===== config.mk =====
export PLATFORM = sky130hd
export DESIGN_NAME = async_down_counter
export DESIGN_NICKNAME = d
export VERILOG_FILES = /design/src/rtl/async_down_counter.sv
export SDC_FILE = /design/constraint.sdc
export NUM_CORES = 1
export LEC_CHECK = 0
export ABC_AREA = 0
export CAP_MARGIN = 40
export CORE_AREA = 5 5 42 44
export CTS_CLUSTER_DIAMETER = 50
export DETAILED_ROUTE_END_ITERATION = 6
export DIE_AREA = 0 0 47 49
export GPL_TIMING_DRIVEN = 1
export PLACE_DENSITY_LB_ADDON = 0.1
export SETUP_SLACK_MARGIN = 0.2
export SLEW_MARGIN = 20
export SYNTH_ARGS = -nofsm -noshare
export SYNTH_HDL_FRONTEND = slang
export SYNTH_SLANG_ARGS = --single-unit

===== constraint.sdc =====
create_clock -name clk -period 1.1 [get_ports clk]
set_clock_uncertainty 0.05 [all_clocks]
set_input_delay 0.165 -clock clk [delete_from_list [all_inputs] [get_ports clk]]
set_output_delay 0.165 -clock clk [all_outputs]
set_load 0.1 [all_outputs]

===== src/rtl/async_down_counter.sv =====
// ---------------------------------------------------------------------------
// async_down_counter
//
// Purpose:
//   Down-counter that produces the classic ripple (asynchronous) down-count
//   sequence, rebuilt as a fully synchronous design. Each bit is a toggle
//   stage clocked by clk. Stage 0 toggles on every edge. Stage i toggles
//   only when all lower bits are zero, which is the moment a ripple counter
//   would borrow into it. No counter bit drives a clock pin.
//
// Parameters:
//   WIDTH       - counter width in bits (2..16)
//   RESET_VALUE - value loaded while rst is high (default all-ones)
//
// Ports:
//   clk   in   single clock; every state change happens on its rising edge
//   rst   in   synchronous active-high reset
//   count out  current counter value, taken straight from the registers
//   zero  out  combinational flag, high while count == 0
//   wrap  out  registered pulse, high for the one cycle after 0 -> all-ones
// ---------------------------------------------------------------------------
module async_down_counter #(
  parameter int               WIDTH       = 3,
  parameter logic [WIDTH-1:0] RESET_VALUE = {WIDTH{1'b1}}
) (
  input  logic             clk,
  input  logic             rst,
  output logic [WIDTH-1:0] count,
  output logic             zero,
  output logic             wrap
);

  logic [WIDTH-1:0] count_q;
  logic [WIDTH-1:0] count_d;
  logic             wrap_q;
  logic             wrap_d;

  // low_zero[i] is high when bits [i-1:0] are all zero. low_zero[0] is
  // always high, so stage 0 toggles every cycle. low_zero[WIDTH] is high
  // when the whole counter is zero, which means the next edge wraps.
  logic [WIDTH:0]   low_zero;
  logic [WIDTH-1:0] toggle;

  always_comb begin
    low_zero    = '0;
    low_zero[0] = 1'b1;
    for (int i = 0; i < WIDTH; i++) begin
      low_zero[i+1] = low_zero[i] & ~count_q[i];
    end
    toggle  = low_zero[WIDTH-1:0];
    count_d = count_q ^ toggle;
    wrap_d  = low_zero[WIDTH];
  end

  // Reset wins over both the decrement and the wrap pulse. Because of that,
  // wrap stays low after reset even when RESET_VALUE is all-ones.
  always_ff @(posedge clk) begin
    if (rst) begin
      count_q <= RESET_VALUE;
      wrap_q  <= 1'b0;
    end else begin
      count_q <= count_d;
      wrap_q  <= wrap_d;
    end
  end

  assign count = count_q;
  assign zero  = (count_q == '0);
  assign wrap  = wrap_q;

endmodule


==> results of run 1 <==
==> layout make-up <==
cell class | instances | area share, %
clock buffers | 4 | 7.266
inverters | 3 | 3.114
multi-input cells | 6 | 20.76
flip-flops and latches | 4 | 25.61
well taps | 16 | 5.536
repair buffers | 9 | 37.72
==> sequential cells by signal (all words and copies together) (netlist names) <==
| register | count |
|---|---|
| wrap | 1 |
| count | 3 |
==> metrics by stage <==
step	util, %	setup WS (ns)	cells	hold slack (ns)
floorplan	-	-0.2410	13	0.1866
global placement	23.04	0.04908	37	0.4815
detailed placement	23.04	0.05139	37	0.4840
CTS	25.80	-0.2132	42	0.4885
global route	25.80	-0.2423	42	0.5048
finish	25.80	-0.1994	42	0.4892
==> worst min-delay path by stage <==
stage	endpoint	slack [ns]	cells after the start	startpoint
after floorplan	wrap	0.19	1	rst
after global placement	count[0]	0.48	2	count[0]
after detailed placement	count[0]	0.48	2	count[0]
after CTS	wrap	0.49	2	rst
after global routing	wrap	0.50	2	rst
final	wrap	0.49	2	rst
==> where the power goes <==
| group | total, mW | switching (mW) | leakage [nW] | internal (mW) |
|---|---|---|---|---|
| registers | 0.161 | 0.00657 | 0.0337 | 0.154 |
| logic | 0.159 | 0.0936 | 0.112 | 0.0659 |
| clock network | 0.204 | 0.0673 | 0.0150 | 0.137 |
| total | 0.524 | 0.167 | 0.161 | 0.357 |
==> kinds of logic (layout without fill, tap and decap cells) <==
| group | count (synthesis) | after routing | synth area share, % |
|---|---|---|---|
| AND/OR/NAND/NOR | 4 | 4 | 17.70 |
| adder cells (fa/ha/maj) | 2 | 2 | 17.70 |
| flip-flops | 4 | 4 | 56.64 |
| buffers and inverters | 3 | 16 | 7.964 |
==> worst max-delay path: cells and delay by family, from the launching register on <==
family | cells | cell delay (ns)
flip-flops | 1 | 0.34
adder cells (fa/ha/maj) | 2 | 0.31
buffers and inverters | 2 | 0.20
==> cells in the mapped netlist <==
cell type / n / area [sq um]
sky130_fd_sc_hd__dfxtp_1: 4 / 80.08
sky130_fd_sc_hd__inv_1: 3 / 11.26
sky130_fd_sc_hd__nor2b_1: 1 / 6.260
sky130_fd_sc_hd__nand2b_1: 3 / 18.77
sky130_fd_sc_hd__ha_1: 2 / 25.02
==> timing repair <==
action                                  in CTS  in global routing
pin swaps                                    0                  0
gates resized for setup                      2                  0
cloned                                       0                  0
endpoints found under the setup margin       7                  7
setup buffers                                1                  0
==> metal layers <==
metal	wire (um)	part of all wire, %	up-vias
met5	0	0	-
met2	114	38	10
met4	6	2.0	0
met1	108	36	59
met3	69	23	2
li1	-	-	65
==> results.cfg, run 1 <==
[worst_hold_path]
hold_path.class = in -> reg

[cts]
clkSlewWorstSetupHoldPaths_ns = 0.04
ctsHoldBuffers = 0
clock_insertion_delay_worst_skew_ns = 0.24
clockRootBuffer = sky130_fd_sc_hd__clkbuf_4
cts-htree-levels = 1
cts_inserted_buffers = 3
sink_count = 4
maximum_root_to_sink_buffer_count = 2
cts_tree = yes

[detailed_routing]
drtAntennaViolNets = 0
detail_route.vias_per_cell = 3.238
detailed_route_wl_um = 298
avgRoutedWirePerCell_um = 7.095
via_count = 136
dr.pass1.iters = 1
first_iter_violations = 0
drt_drc = 0

[critical_path]
worst_setup_path_start_kind = register
worst-path-max-fanout = 2
reg2reg_setup_slack_ns = 0.12
critical_path.max_stage_delay_ns = 0.34
path_cells = inv_2 > ha_4 > ha_4 > buf_12
timing.setup.critical_path_class = reg -> out
worstSetupEndpointType = output port
critical-path-top-cell-by-count = sky130_fd_sc_hd__ha_4
critPathArrivalTime_ns = 1.08
setup.worst_path.end = zero
crit_start = count[1]
r2r-end = count[2]
rr_startpoint = count[1]
cell_at_the_slowest_stage_of_the_critical_path = sky130_fd_sc_hd__dfxtp_4
reg2regPathDepth = 4
cp.required_ns = 0.88

[global_route]
grt_most_used_layer = met3
met3_usage_pct = 7.011
grt_start_max_net_pins = 5
grtUsageTotal_pct = 4.085
met2_usage_pct = 3.620
grt_antenna_before_repair = 0
via_count_of_the_first_global_routing_pass = 132
gr_met1_demand_resource_pct = 3.736
grt_first_pass_wirelength_um = 545
grt-ovfl-total = 0

[final_layout]
fill_cells = 164
areaGrowthSynthToFinish_pct = 155.8
final_design_area_no_fill_sq_um = 361.6
combined_area_of_the_multi_input_logic_cells_sq_um = 75.07
nets = 31
layout.area.seq_sq_um = 92.59
mostFrequentLayoutCells = 5 x sky130_fd_sc_hd__buf_12, 3 x sky130_fd_sc_hd__nand2b_1, 3 x sky130_fd_sc_hd__clkbuf_4, 3 x sky130_fd_sc_hd__dfxtp_4
layout-drive-gt1-share_pct = 73.08
most_common_cell_after_layout_fill_and_taps_aside = sky130_fd_sc_hd__buf_12
num_antenna_cells = 0

[floorplan]
fp.dieArea_sq_mm = 0.002303
width_of_the_die_um = 47
boundaryPins = 7
placementRows = 14
placeableCoreArea_sq_mm = 0.001401
floorplan.die.height_um = 49
effective_utilization_at_floorplan_pct = 10.09

[timing]
finalWorstSetupSlack_ns = -0.1994
slew_at_the_pin_closest_to_its_max_slew_limit_ns = 0.1286
max_freq_mhz = 769.6
tcrit_tclk_final_pct = 118.1
slew_headroom_pct = 91.40
hold_viol_final = 0
report.final.setup_viol = 2
grt_setup_unrepaired = true
layout_min_cycle_time_ns = 1.299
drv_slew = 0
tns_ns = -0.2733

[logic_synthesis]
post_synth.cell_area_avg_sq_um = 10.88
synth_cell_types = 5
synth-warning-count = 0
syn-instance-count = 13
synth.cell_area_sq_um = 141.4
synthesis.nets = 17
ys_seq_area_share_pct = 56.64
synth.ff_latch_count = 4

[power]
p_leak_nw = 0.1606
p_total_mw = 0.5241
worst_ir_drop_vdd_v = 0.0007841
power_density_over_the_cells_mw_per_mm2 = 1449

[placed_design]
io_buffers = 6
rd_place_congestion = 0.6474
placed_area_sq_um = 322.8

[job]
timing.max_cap.violations = 0

[status]
result_of_the_run = complete, but fails checks
failed_checks = setup timing
Power figures use the tool's default switching activity.
==> inputs of run 2 (changes only) <==
- clock period: 1.1 -> 1.6 ns (I/O delays scaled with it)
==> results.cfg, run 2 (same netlist as run 1, synthesis figures left out) <==
[cts]
ctsHoldBuffers = 0
clkSlewWorstSetupHoldPaths_ns = 0.04
maximum_root_to_sink_buffer_count = 2
clock_insertion_delay_worst_skew_ns = 0.23
cts_inserted_buffers = 3
clockRootBuffer = sky130_fd_sc_hd__clkbuf_4
cts-htree-levels = 1
sink_count = 4
cts_tree = yes

[detailed_routing]
avgRoutedWirePerCell_um = 7.927
detailed_route_wl_um = 325
drtAntennaViolNets = 0
dr.pass1.iters = 2
drt_drc = 0
first_iter_violations = 2
detail_route.vias_per_cell = 3.024
via_count = 124

[placed_design]
rd_place_congestion = 0.5962
preCtsSetupSlack_ns = 0.4022
detailed_place_hpwl_um = 265.7
io_buffers = 6
dp_cells = 35
placed_area_sq_um = 297.8

[power]
worst_ir_drop_vdd_v = 0.0002534
p_leak_nw = 0.1541
power_density_over_the_cells_mw_per_mm2 = 1005

[global_route]
via_count_of_the_first_global_routing_pass = 154
gr_met1_demand_resource_pct = 2.402
grtUsageTotal_pct = 4.006
grt_start_max_net_pins = 5
grt_first_pass_wirelength_um = 565
grt_antenna_before_repair = 0
grt-ovfl-total = 0
met2_usage_pct = 5.882
grt_most_used_layer = met2
met3_usage_pct = 2.952

[critical_path]
worst_setup_path_start_kind = register
path_cells = inv_2 > ha_4 > ha_4 > buf_12
critical_path.max_stage_delay_ns = 0.34
critical-path-top-cell-by-count = sky130_fd_sc_hd__ha_4
worst-path-max-fanout = 2
timing.setup.critical_path_class = reg -> out
cp.required_ns = 1.31
critPathArrivalTime_ns = 1.08
cell_at_the_slowest_stage_of_the_critical_path = sky130_fd_sc_hd__dfxtp_4
worstSetupEndpointType = output port

[timing]
layout_min_cycle_time_ns = 1.368
slew_at_the_pin_closest_to_its_max_slew_limit_ns = 0.1247
grt_setup_unrepaired = true
finalWorstSetupSlack_ns = 0.2316
max_freq_mhz = 730.8
hold_viol_final = 0
tns_ns = 0
worst_hold_check_slack_ns = 0.4849
drv_slew = 0
slew_headroom_pct = 91.66
tcrit_tclk_final_pct = 85.52
report.final.setup_viol = 0

[final_layout]
areaGrowthSynthToFinish_pct = 146.9
most_common_cell_after_layout_fill_and_taps_aside = sky130_fd_sc_hd__buf_12
nets = 30
mostFrequentLayoutCells = 5 x sky130_fd_sc_hd__buf_12, 3 x sky130_fd_sc_hd__nand2b_1, 3 x sky130_fd_sc_hd__clkbuf_4, 3 x sky130_fd_sc_hd__dfxtp_4
num_antenna_cells = 0
layout.cells.non_filler = 41
layout-drive-gt1-share_pct = 68.00
final_design_area_no_fill_sq_um = 349.1
largest_register_ffs = 3

[floorplan]
effective_utilization_at_floorplan_pct = 10.09
placementRows = 14
width_of_the_die_um = 47
boundaryPins = 7
fp.dieArea_sq_mm = 0.002303
placeableCoreArea_sq_mm = 0.001401
floorplan.die.height_um = 49

[status]
result_of_the_run = complete, no violations

[job]
timing.max_cap.violations = 0

[worst_hold_path]
hold_path.class = reg -> reg
-- run 2: cell types whose count changed in the layout (fill, tap and decap cells not counted), sizes merged --
cell / before / now
buf: 8 / 7
-- run 2: metal layers --
layer  share of wire (%)  up-vias  routed length (um)
met5                   0        -                   0
met4                   0        0                   0
met3                  12        0                  39
met2                  57        5                 186
met1                  30       58                  98
li1                    -       61                   -
-- run 2: stage by stage --
stage                     power (mW)  util, %
after floorplan               0.1706        -
after global placement        0.2069    21.25
after detailed placement      0.2066    21.25
after CTS                     0.3651    24.91
after global routing          0.3802    24.91
final                         0.3509    24.91
-- run 2: area by class of cell --
| type | count | area, sq um |
|---|---|---|
| Sequential cell | 4 | 91.34 |
| Multi-Input combinational cell | 6 | 75.07 |
| Fill cell | 165 | 1052 |
| Tap cell | 16 | 20.02 |
| Timing Repair Buffer | 8 | 125.1 |
| Inverter | 3 | 11.26 |
| Clock buffer | 4 | 26.28 |
-- run 2: report_power, final --
group	switching [mW]	total (mW)	internal, mW	leakage, nW
Clock	0.0431	0.137	0.0937	0.0150
Sequential	0.00460	0.111	0.106	0.0332
Combinational	0.0630	0.103	0.0404	0.106
-- run 2: what timing repair did --
action	CTS	global route
gates resized for setup	3	0
setup buffers	2	0
pin swaps	1	2
endpoints found under the setup margin	1	1
-- run 2: worst max-delay path, delay by kind of cell, from the launching register on --
family	cells	cell delay [ns]
DFF	1	0.34
adders and majority gates	2	0.31
buffers and inverters	2	0.20
-- run 2: final timing paths --
kind | start | endpoint | slack [ns] | cells past startpoint
max | count[0] | zero | 0.23 | 4
min reg2reg | count[0] | count[0] | 0.48 | 2
min | count[0] | count[0] | 0.48 | 2
max reg2reg | count[0] | count[2] | 0.63 | 4
==> inputs of run 3 (changes only) <==
- RECOVER_POWER: default -> 100
- SETUP_SLACK_MARGIN: 0.2 -> default
==> results.cfg, run 3 (same netlist as run 1, synthesis figures left out) <==
[critical_path]
worst_setup_path_start_kind = register
worstSetupEndpointType = output port
cp.required_ns = 1.31
cp.depth = 4
r2r-end = wrap
critical-path-top-cell-by-count = sky130_fd_sc_hd__ha_1
crit_start = count[0]
worst-path-max-fanout = 3
reg2regPathDepth = 4
critPathArrivalTime_ns = 1.19
cp_top_family = adder cells
timing.setup.critical_path_class = reg -> out
critical_path.max_stage_delay_ns = 0.34
reg2reg_setup_slack_ns = 0.54
rr_startpoint = count[0]
cell_at_the_slowest_stage_of_the_critical_path = sky130_fd_sc_hd__dfxtp_4
cp_num_buf_inv = 2
path_cells = inv_1 > ha_1 > ha_1 > buf_6

[detailed_routing]
detail_route.vias_per_cell = 3.077
avgRoutedWirePerCell_um = 6.821
dr.pass1.iters = 1
first_iter_violations = 0
via_count = 120
drtAntennaViolNets = 0
drt_drc = 0
detailed_route_wl_um = 266

[timing]
tcrit_tclk_final_pct = 92.66
report.final.setup_viol = 0
drv_slew = 0
max_freq_mhz = 674.5
slew_headroom_pct = 63.96
hold_viol_final = 0
grt_setup_unrepaired = false
worst_hold_check_slack_ns = 0.3702
layout_min_cycle_time_ns = 1.483
slew_at_the_pin_closest_to_its_max_slew_limit_ns = 0.5429
tns_ns = 0

[placed_design]
rd_place_congestion = 0.5474
io_buffers = 6

[power]
cellInternalPower_mw = 0.2120
combPwrFrac_pct = 21.0
netSwitchingFraction_pct = 33.18
p_leak_nw = 0.1278
net-switching-power_mw = 0.1053
power_density_over_the_cells_mw_per_mm2 = 1335
worst_ir_drop_vdd_v = 0.0004904
share_clk_of_total_power_pct = 44.4
share_seq_of_total_power_pct = 34.7

[floorplan]
placeableCoreArea_sq_mm = 0.001401
fp.dieArea_sq_mm = 0.002303
floorplan.die.height_um = 49
placementRows = 14
effective_utilization_at_floorplan_pct = 10.09
width_of_the_die_um = 47
boundaryPins = 7

[cts]
clock_insertion_delay_worst_skew_ns = 0.24
ctsHoldBuffers = 0
cts_repair_resize_count = 0
cts_tree = yes
sink_count = 4
cts_inserted_buffers = 3
maximum_root_to_sink_buffer_count = 2
clkSlewWorstSetupHoldPaths_ns = 0.04
cts-htree-levels = 1
post_cts_setup_inserts = 0
clockRootBuffer = sky130_fd_sc_hd__clkbuf_4

[worst_hold_path]
whs_path_depth = 1
hold_path.class = reg -> reg
hold_path_startpoint = count[0]
min_delay_worst_endpoint = count[0]

[final_layout]
nets = 28
mostFrequentLayoutCells = 4 x sky130_fd_sc_hd__clkbuf_2, 3 x sky130_fd_sc_hd__inv_1, 3 x sky130_fd_sc_hd__nand2b_1, 3 x sky130_fd_sc_hd__clkbuf_4
areaGrowthSynthToFinish_pct = 68.14
largest_register_ffs = 3
most_common_cell_after_layout_fill_and_taps_aside = sky130_fd_sc_hd__clkbuf_2
num_antenna_cells = 0
fill_cells = 166
layout-drive-gt1-share_pct = 47.83

[global_route]
grt_start_max_net_pins = 5
via_count_of_the_first_global_routing_pass = 117
grtUsageTotal_pct = 3.233
grt_antenna_before_repair = 0
grt-ovfl-total = 0
grt_first_pass_wirelength_um = 407

[job]
timing.max_cap.violations = 0

[status]
result_of_the_run = complete, no violations
-- run 3: cell types whose count changed in the layout (fill, tap and decap cells not counted), sizes merged --
cell and delta:
clkbuf +4, clkdlybuf4s50 -1, dlygate4sd3 +1, buf -6
-- run 3: how the worst max path moves through the flow --
stage / to / slack, ns
after global routing: zero / 0.06
final: zero / 0.12
after detailed placement: zero / 0.37
after global placement: zero / 0.37
after CTS: zero / 0.10
after floorplan: wrap / 0.09
-- run 3: worst reg2reg max path, cell delays in order (launching register included) --
cell	delay [ns]
sky130_fd_sc_hd__dfxtp_4	0.34
sky130_fd_sc_hd__inv_1	0.04
sky130_fd_sc_hd__ha_1	0.19
sky130_fd_sc_hd__ha_1	0.20
sky130_fd_sc_hd__nor2b_1	0.13
-- run 3: cell type report --
class / instances / area, sq um / share of cell area, %
multi-input combinational: 6 / 50.05 / 21.05
inverter: 3 / 11.26 / 4.737
sequential: 4 / 88.84 / 37.37
timing repair buffer: 6 / 41.29 / 17.37
clock buffer: 4 / 26.28 / 11.05
tap: 16 / 20.02 / 8.421
-- run 3: metrics by stage --
| stage | util, % | std cells | power, mW | worst slack [ns] | instance area (sq um) |
|---|---|---|---|---|---|
| floorplan | - | 13 | 0.1687 | 0.08839 | 152.6 |
| global placement | 20.18 | 35 | 0.2043 | 0.3704 | 282.8 |
| detailed placement | 20.18 | 35 | 0.2036 | 0.3709 | 282.8 |
| CTS | 22.05 | 39 | 0.3504 | 0.1014 | 309.0 |
| global route | 16.96 | 39 | 0.3419 | 0.06107 | 237.7 |
| finish | 16.96 | 39 | 0.3173 | 0.1175 | 237.7 |
-- run 3: per-layer routing --
| metal | wire, um | vias up | GRT usage (%) |
|---|---|---|---|
| li1 | - | 57 | - |
| met1 | 115 | 54 | 2.402 |
| met2 | 89 | 9 | 3.167 |
| met3 | 62 | 0 | 6.642 |
| met4 | 0 | 0 | 1.382 |
| met5 | 0 | - | 0 |
-- run 3: power by group through the flow --
stage	registers (mW)	logic, mW	clock network (mW)
6_report	0.110	0.0665	0.141
2_1_floorplan	0.158	0.0108	0
4_1_cts	0.114	0.0883	0.148
5_1_grt	0.112	0.0695	0.161
3_3_place_gp	0.115	0.0888	0
3_5_place_dp	0.115	0.0882	0
